$ cat src/rtl/axi_read_arbiter.sv
// axi_read_arbiter: two-master AXI-style read arbiter in front of one memory
// slave. Master 0 is the L2 cache, master 1 the secondary read master.
// Exactly one burst is outstanding at the slave. Arbitration is round-robin
// with a 1-bit preference pointer. Defining AXI_ARB_FIXED_PRIORITY_EN
// switches to fixed priority, where master 0 always wins when it requests.
//
// state | meaning
// ------+-------------------------------------------------------------
// IDLE  | no owner; pick a winner when any master requests
// ADDR  | forward granted master's address to slave, wait for s_arready
// DATA  | forward read beats to granted master until the last one
module axi_read_arbiter (
  input  logic        clk,
  input  logic        reset,
  input  logic [1:0]  m_arvalid,
  input  logic [63:0] m_araddr,
  input  logic [15:0] m_arlen,
  output logic [1:0]  m_arready,
  output logic [1:0]  m_rvalid,
  input  logic [1:0]  m_rready,
  output logic [31:0] m_rdata,
  output logic [31:0] s_araddr,
  output logic [7:0]  s_arlen,
  output logic        s_arvalid,
  input  logic        s_arready,
  input  logic        s_rvalid,
  input  logic [31:0] s_rdata,
  output logic        s_rready,
  output logic [1:0]  grant
);

  typedef enum logic [1:0] {
    IDLE = 2'd0,
    ADDR = 2'd1,
    DATA = 2'd2
  } state_t;

  state_t      state_q, state_d;
  logic [1:0]  grant_q, grant_d;
  logic [7:0]  cnt_q, cnt_d;
`ifndef AXI_ARB_FIXED_PRIORITY_EN
  logic        ptr_q, ptr_d;
`endif

  logic        gidx;
  logic        win;
  logic [31:0] sel_addr;
  logic [7:0]  sel_len;
  logic        sel_rready;

  // Decode the granted master and mux its request fields.
  always_comb begin
    gidx       = grant_q[1];
    sel_addr   = gidx ? m_araddr[63:32] : m_araddr[31:0];
    sel_len    = gidx ? m_arlen[15:8]   : m_arlen[7:0];
    sel_rready = gidx ? m_rready[1]     : m_rready[0];
  end

  // Winner selection; only meaningful when some master requests.
  always_comb begin
`ifdef AXI_ARB_FIXED_PRIORITY_EN
    win = m_arvalid[0] ? 1'b0 : 1'b1;
`else
    if (ptr_q) win = m_arvalid[1] ? 1'b1 : 1'b0;
    else       win = m_arvalid[0] ? 1'b0 : 1'b1;
`endif
  end

  // State register with synchronous active-low reset.
  always_ff @(posedge clk) begin
    if (!reset) begin
      state_q <= IDLE;
      grant_q <= 2'b00;
      cnt_q   <= 8'd0;
`ifndef AXI_ARB_FIXED_PRIORITY_EN
      ptr_q   <= 1'b0;
`endif
    end else begin
      state_q <= state_d;
      grant_q <= grant_d;
      cnt_q   <= cnt_d;
`ifndef AXI_ARB_FIXED_PRIORITY_EN
      ptr_q   <= ptr_d;
`endif
    end
  end

  // Next-state logic: grant, address handshake, beat counting.
  always_comb begin
    state_d = state_q;
    grant_d = grant_q;
    cnt_d   = cnt_q;
`ifndef AXI_ARB_FIXED_PRIORITY_EN
    ptr_d   = ptr_q;
`endif
    case (state_q)
      IDLE: begin
        if (|m_arvalid) begin
          grant_d = win ? 2'b10 : 2'b01;
          state_d = ADDR;
        end
      end
      ADDR: begin
        // s_arvalid is always high in ADDR, so s_arready alone completes it.
        if (s_arready) begin
          cnt_d   = sel_len;
          state_d = DATA;
        end
      end
      DATA: begin
        if (s_rvalid && sel_rready) begin
          if (cnt_q == 8'd0) begin
            state_d = IDLE;
            grant_d = 2'b00;
`ifndef AXI_ARB_FIXED_PRIORITY_EN
            ptr_d   = ~gidx;
`endif
          end else begin
            cnt_d = cnt_q - 8'd1;
          end
        end
      end
      default: begin
        state_d = IDLE;
        grant_d = 2'b00;
      end
    endcase
  end

  // Outputs: pure routing from state; forced quiet while reset is held low
  // so an abandoned burst never forwards another beat.
  always_comb begin
    m_arready = 2'b00;
    m_rvalid  = 2'b00;
    s_araddr  = 32'd0;
    s_arlen   = 8'd0;
    s_arvalid = 1'b0;
    s_rready  = 1'b0;
    grant     = 2'b00;
    m_rdata   = s_rdata;
    if (reset) begin
      grant = grant_q;
      case (state_q)
        ADDR: begin
          s_arvalid       = 1'b1;
          s_araddr        = sel_addr;
          s_arlen         = sel_len;
          m_arready[gidx] = s_arready;
        end
        DATA: begin
          m_rvalid[gidx] = s_rvalid;
          s_rready       = sel_rready;
        end
        default: ;
      endcase
    end
  end

endmodule

$ cat config.mk
export PLATFORM = sky130hd
export DESIGN_NAME = axi_read_arbiter
export DESIGN_NICKNAME = d
export VERILOG_FILES = /design/src/rtl/axi_read_arbiter.sv
export SDC_FILE = /design/constraint.sdc
export NUM_CORES = 1
export LEC_CHECK = 0
export BUFFER_PORTS_ARGS = -buffer_cell sky130_fd_sc_hd__buf_2
export CORE_ASPECT_RATIO = 2
export CORE_UTILIZATION = 31
export DETAILED_ROUTE_END_ITERATION = 16
export PLACE_DENSITY = 0.89
export SLEW_MARGIN = 20
export SYNTH_ARGS = -nofsm -noshare
export SYNTH_HDL_FRONTEND = slang
export SYNTH_SLANG_ARGS = --single-unit
$ cat constraint.sdc
create_clock -name clk -period 1.63 [get_ports clk]
set_input_delay 0.326 -clock clk [delete_from_list [all_inputs] [get_ports clk]]
set_output_delay 0.326 -clock clk [all_outputs]
set_load 0.03 [all_outputs]
# Word level (Yosys, flattened, before mapping)
# Cells that the tools add are included.
word_totals:
  word_cells: 61
  reg_bits: 13
  out_inout_bits: 80
  in_bits: 120
op_classes:
  n_addsub: 1
  n_mux: 33
  bitwise_logic: 4
  magnitude_cmp: 2
  eq_ne: 7
  n_reduce_logical: 10
ops:
  columns: ["operator", "count"]
  rows:
  - ["32-bit 2-to-1 mux", 3]
  - ["8-bit 2-to-1 mux", 6]
  - ["2-bit 2-to-1 mux", 11]
  - ["8-bit one-hot mux with 2 select lines", 1]
  - ["2-bit one-hot mux with 3 select lines", 2]
  - ["4-bit AND reduction", 3]
  - ["2-bit != test (second input constant)", 5]
  - ["1-bit 2-to-1 mux", 9]
  - ["8-bit zero test", 1]
  - ["8-bit by 1-bit subtractor with 8-bit output (second input constant)", 1]
  - ["2-bit AND", 2]
  - ["3-bit AND reduction", 1]
  - ["2-bit by 1-bit == test with 1-bit output (second input constant)", 1]
  - ["2-bit == test (second input constant)", 1]
  - ["1-bit logical AND", 2]
  - ["2-bit zero test", 1]
  - ["1-bit by 2-bit less-than comparator with 1-bit output (second input constant)", 1]
  - ["1-bit inverter", 2]
  - ["2-bit nonzero test", 1]
  - ["2-bit OR reduction", 1]
  - ["1-bit demux with 1-bit select", 1]
  - ["1-bit greater-or-equal comparator (second input constant)", 1]

# Logic depth before layout (Yosys ltp)
depth:
  word_depth: 7
  mapped_depth: 8
  ltp_nobuf: 6

# Least setup slack after synthesis
# Ideal clock, no wire load.
synth_path:
  path_kind: "flip-flop to output port"
  start: "register grant_q[1]"
  end: "output port m_rvalid[0]"
  arrival_time_ps: 1578
  path_slack_ps: -274
  path_buffers: 3
  required_ps: 1304
  path_stages_with_launch: 5
  cell_sequence: "dfxtp_1 -> buf_4 -> buf_4 -> buf_2 -> nor3_1"
synth_between:
  elab_chain_cells: 7
  elab_cells_between_ends: 8
  cone_classes: "order compare: 2; mux: 4; bitwise: 1; reduce/logical: 1"
synth_lines:
  columns: ["item", "line_no", "source"]
  rows:
  - ["from (decl)", "39", "logic [1:0] grant_q, grant_d;"]
  - ["from (signal assigned)", "80", "grant_q <= grant_d;"]
  - ["1-bit by 2-bit less-than comparator with 1-bit output (not written as such) / 1-bit greater-or-equal comparator (equally long branches)", "151", "m_rvalid[gidx] = s_rvalid;"]
  - ["1-bit logical AND (not written as such)", "151", null]
  - ["1-bit 2-to-1 mux (not written as such)", "151", null]
  - ["1-bit demux with 1-bit select (*)", "151", null]
  - ["2-bit AND (no source line) (*)", null, null]
  - ["2-bit 2-to-1 mux (*)", "143", "case (state_q)"]
  - ["2-bit 2-to-1 mux (*)", "141", "if (reset) begin"]
  - ["to (decl)", "19", "output logic [1:0] m_rvalid,"]
# Every way passes the cells marked *; elsewhere a longest branch is shown, timed or not.

# Worst setup path after layout
layout_path:
  start: "register grant_q[1]"
  end: "output port s_araddr[7]"
layout_between:
  elab_chain_cells: 3
layout_lines:
  columns: ["item", "line_no", "source"]
  rows:
  - ["32-bit 2-to-1 mux", "54", "sel_addr = gidx ? m_araddr[63:32] : m_araddr[31:0];"]
  - ["32-bit 2-to-1 mux", "143", null]
  - ["32-bit 2-to-1 mux", "141", null]
  - ["to (decl)", "22", "output logic [31:0] s_araddr,"]
# No other way between the ends.

==> impl_metrics.env <==
export IMPL_status="finished, violations left"
export IMPL_violations_in_the_final_reports="negative setup slack"
export IMPL_routed_via_density=5.39
export IMPL_fp_dieW_um=55.5
export IMPL_insertedDiodeCount=0
export IMPL_grt_remaining_overflow=0
export IMPL_total_vias_in_the_final_route=2354
export IMPL_period_needed_ns=1.73
export IMPL_clock_root_buffer="sky130_fd_sc_hd__clkbuf_8"
export IMPL_r2r_start="cnt_q[0]$_SDFFE_PN0P_"
export IMPL_grt_start_max_net_pins=20
export IMPL_netlist_instances=246
export IMPL_cp_arrival_ns=1.41
export IMPL_sw_frac_of_total_pct=39.9
export IMPL_core_area_um2=5470
export IMPL_cts_tree="built"
export IMPL_worstSetupPathType="reg2out"
export IMPL_worst_endpoint_required_ns=1.30
export IMPL_drt_antenna_violating_nets=0
export IMPL_rr_endpoint="cnt_q[0]$_SDFFE_PN0P_"
export IMPL_clock_power_share_pct=16.1
export IMPL_ys_types=40
export IMPL_synth_fp_nets=368
export IMPL_share_of_synthesized_flip_flops_with_an_asynchronous_set_or_reset_pct=0
export IMPL_hold_buffers=0
export IMPL_timing_max_slew_rel_slack_pct=77.6
export IMPL_gpl_final_weighted_congestion=0.960
export IMPL_post_route_util_pct=64.6
export IMPL_internal_power_mw=1.10
export IMPL_setup_viol=40
export IMPL_fp_dieH_um=109
export IMPL_clkSinkCount=13
export IMPL_endpoint="s_araddr[7]"
export IMPL_grt_pass1_vias=2171
export IMPL_antenna_found_initial=0
export IMPL_ff2ff_path_depth=6
export IMPL_final_critical_path_setup_slack_ns=-0.103
export IMPL_critical_path_origin="grant_q[1]$_SDFFE_PN0P_"
export IMPL_cp_end_kind="output pin"
export IMPL_synthesis_area_um2=1770
export IMPL_grt_first_pass_wirelength_um=10500
export IMPL_share_of_post_route_cells_with_drive_strength_above_1_pct=71.4
export IMPL_grt_use_total_pct=22.0
export IMPL_drt_first_iter_violations=92
export IMPL_cts_root_to_sink_buffers=2
export IMPL_route_detailed_drc=0
export IMPL_place_detailed_instances=411
export IMPL_ys_top_cells_by_area="sky130_fd_sc_hd__mux2i_1 (23%), sky130_fd_sc_hd__dfxtp_1 (15%), sky130_fd_sc_hd__buf_4 (14%), sky130_fd_sc_hd__nor2_1 (12%), sky130_fd_sc_hd__nand2_1 (3.8%)"
export IMPL_syn_avg_cell_area_um2=7.21
export IMPL_nNetsFinal=500
export IMPL_ctsHtreeMaxLevel=1
export IMPL_timing_worst_slew_pin_value_ns=0.334
export IMPL_crit_path_top_delay_cell="sky130_fd_sc_hd__dfxtp_4"
export IMPL_peak_vdd_ir_v=0.000567
export IMPL_power_frac_comb_pct=63.0
export IMPL_startpoint_type="register"
export IMPL_synth_warning_count=0
export IMPL_cp_top_family="buffers and inverters"
export IMPL_cp_num_cells=5
export IMPL_fin_cells=437
export IMPL_floorplan_die_area_um2=6040
export IMPL_buffer_ports_inserted=135
export IMPL_synth_top_cell_area_share_pct=23.1
export IMPL_max_capacitance_violation_total=0
export IMPL_clock_fmax_mhz=577
export IMPL_max_stage_delay_ns=0.38
export IMPL_crit_buf_inv=3
export IMPL_routed_wire_length_per_instance_um=18.0
export IMPL_final_hold_viol_count=0
export IMPL_postSynthRegisterBits=13
export IMPL_synth_seq_area_share_pct=14.7
export IMPL_clkLatencyLatePin_ns=0.25
export IMPL_core_rowCount=38
export IMPL_pwr_density_cell_nw_per_um2=517
export IMPL_reg2reg_setup_slack_ns=0
export IMPL_timing_critical_path_fanout_max=7
export IMPL_grt_setup_unrepaired="yes"
export IMPL_ys_top_cells_by_count="sky130_fd_sc_hd__nor2_1 (55), sky130_fd_sc_hd__mux2i_1 (41), sky130_fd_sc_hd__buf_4 (34), sky130_fd_sc_hd__nand2_1 (18), sky130_fd_sc_hd__dfxtp_1 (13)"
export IMPL_power_frac_seq_pct=20.9
export IMPL_timing_clock_skew_ns=0.000637
export IMPL_cp_cell_sequence="buf_6, buf_12, mux2i_2, nor2_2, buf_2"
export IMPL_ys_dominant_reg_cell="sky130_fd_sc_hd__dfxtp_1"
export IMPL_dp_hpwl_um=4910
export IMPL_area_overhead_vs_synth_pct=99.2
export IMPL_final_max_slew_violation_count=0
export IMPL_first_pass_iters=4
export IMPL_synth_largest_area_cell="sky130_fd_sc_hd__mux2i_1"
export IMPL_floorplan_initialDensity_pct=32.4
export IMPL_synth_most_common_cell="sky130_fd_sc_hd__nor2_1"
export IMPL_wirelength_um=7880
export IMPL_numCtsBuffers=3
export IMPL_min_path_type="in2reg"
export IMPL_power_switching_mw=0.729
export IMPL_pin_count=200
export IMPL_worst_hold_slack_ns=0.379
export IMPL_leakage_nw=1.54
export IMPL_number_of_flops_mapped_to_enable_cells_by_yosys=0
export IMPL_period_share_pct=106
export IMPL_clk_pin_slew_ns=0.05
[power groups by stage]
stage | clock [mW] | sequential, mW | combinational, mW
floorplan | 0 | 0.374 | 0.633
global placement | 0 | 0.388 | 0.742
detailed placement | 0 | 0.388 | 0.753
CTS | 0.299 | 0.379 | 0.948
global route | 0.309 | 0.384 | 1.21
finish | 0.294 | 0.381 | 1.15
[routing by layer]
| layer | GRT usage (%) | vias up | wire length, um |
|---|---|---|---|
| li1 | - | 1087 | - |
| met4 | 14.6 | 0 | 405 |
| met1 | 20.1 | 1090 | 2400 |
| met5 | 0 | - | 0 |
| met3 | 2.14 | 49 | 446 |
| met2 | 44.5 | 128 | 4630 |
[state kept, by name (all words and copies together), names as in the netlist]
signal and count:
ptr_q 1, cnt_q 8, state_q 2, grant_q 2
[through the flow]
step | setup TNS (ns) | cell area [um^2] | setup slack (ns) | power [mW]
floorplan | -3.02 | 1890 | -0.208 | 1.01
CTS | -0.933 | 3040 | -0.0694 | 1.63
detailed placement | 0 | 2500 | 0.0716 | 1.14
finish | -1.49 | 3530 | -0.103 | 1.82
global placement | 0 | 2500 | 0.0757 | 1.13
global route | -3.26 | 3530 | -0.138 | 1.90
[how the worst min path moves through the flow]
stage,startpoint,end,cells past startpoint
4_1_cts,s_arready,state_q[0]$_SDFFE_PN0P_,2
3_5_place_dp,grant_q[0]$_SDFFE_PN0P_,grant_q[0]$_SDFFE_PN0P_,2
3_3_place_gp,grant_q[0]$_SDFFE_PN0P_,grant_q[0]$_SDFFE_PN0P_,2
5_1_grt,m_arvalid[0],grant_q[0]$_SDFFE_PN0P_,3
2_1_floorplan,s_arready,state_q[0]$_SDFFE_PN0P_,1
6_report,m_arvalid[0],grant_q[0]$_SDFFE_PN0P_,3
[worst reg2reg max path: cells and delay by family (launching register included)]
family / cells / cell delay (ns)
buffers and inverters: 1 / 0.04
flip-flops: 1 / 0.38
adder cells (fa/ha/maj): 1 / 0.14
AND/OR/NAND/NOR: 2 / 0.38
AO/OA/AOI/OAI: 2 / 0.59
[final cells by class]
| class | count | area (um^2) |
|---|---|---|
| tap | 60 | 75.1 |
| clock buffer | 4 | 45.0 |
| multi-input combinational | 177 | 1650 |
| sequential | 13 | 279 |
| timing repair buffer | 175 | 1440 |
| fill | 434 | 1940 |
| inverter | 8 | 47.5 |
[cell usage in the layout, fill, tap and decap left out, types with 3 or more instances in the layout]
master                     count
sky130_fd_sc_hd__dfxtp_1       8
sky130_fd_sc_hd__nor2_2       23
sky130_fd_sc_hd__mux2i_4      18
sky130_fd_sc_hd__buf_6        42
sky130_fd_sc_hd__clkbuf_8      3
sky130_fd_sc_hd__o22ai_1       5
sky130_fd_sc_hd__buf_4        28
sky130_fd_sc_hd__buf_16        5
sky130_fd_sc_hd__o21ai_0       6
sky130_fd_sc_hd__mux2i_1      12
sky130_fd_sc_hd__mux2i_2      11
sky130_fd_sc_hd__dfxtp_4       5
sky130_fd_sc_hd__nand2_1      16
sky130_fd_sc_hd__buf_12        5
sky130_fd_sc_hd__nor2_1       22
sky130_fd_sc_hd__inv_1         4
sky130_fd_sc_hd__buf_2        93
sky130_fd_sc_hd__nor2_4       10
sky130_fd_sc_hd__a31oi_1       3
sky130_fd_sc_hd__nor3_1        3
sky130_fd_sc_hd__a21oi_1      10
[timing repair]
action / 4_1_cts / 5_1_grt
pin swaps: 2 / 6
setup endpoints to repair: 46 / 50
gates cloned: 4 / 3
buffers inserted: 13 / 4
resized for setup: 96 / 88
[cell families after synthesis]
logic type      count (synthesis)  share of synthesized area (%)
fa+ha+maj                       2                           1.41
simple gates                   97                           25.3
buf+inv                        56                           20.2
mux                            43                           24.4
compound gates                 35                           14.0
flops                          13                           14.7
(Power assumes the default switching activity.)
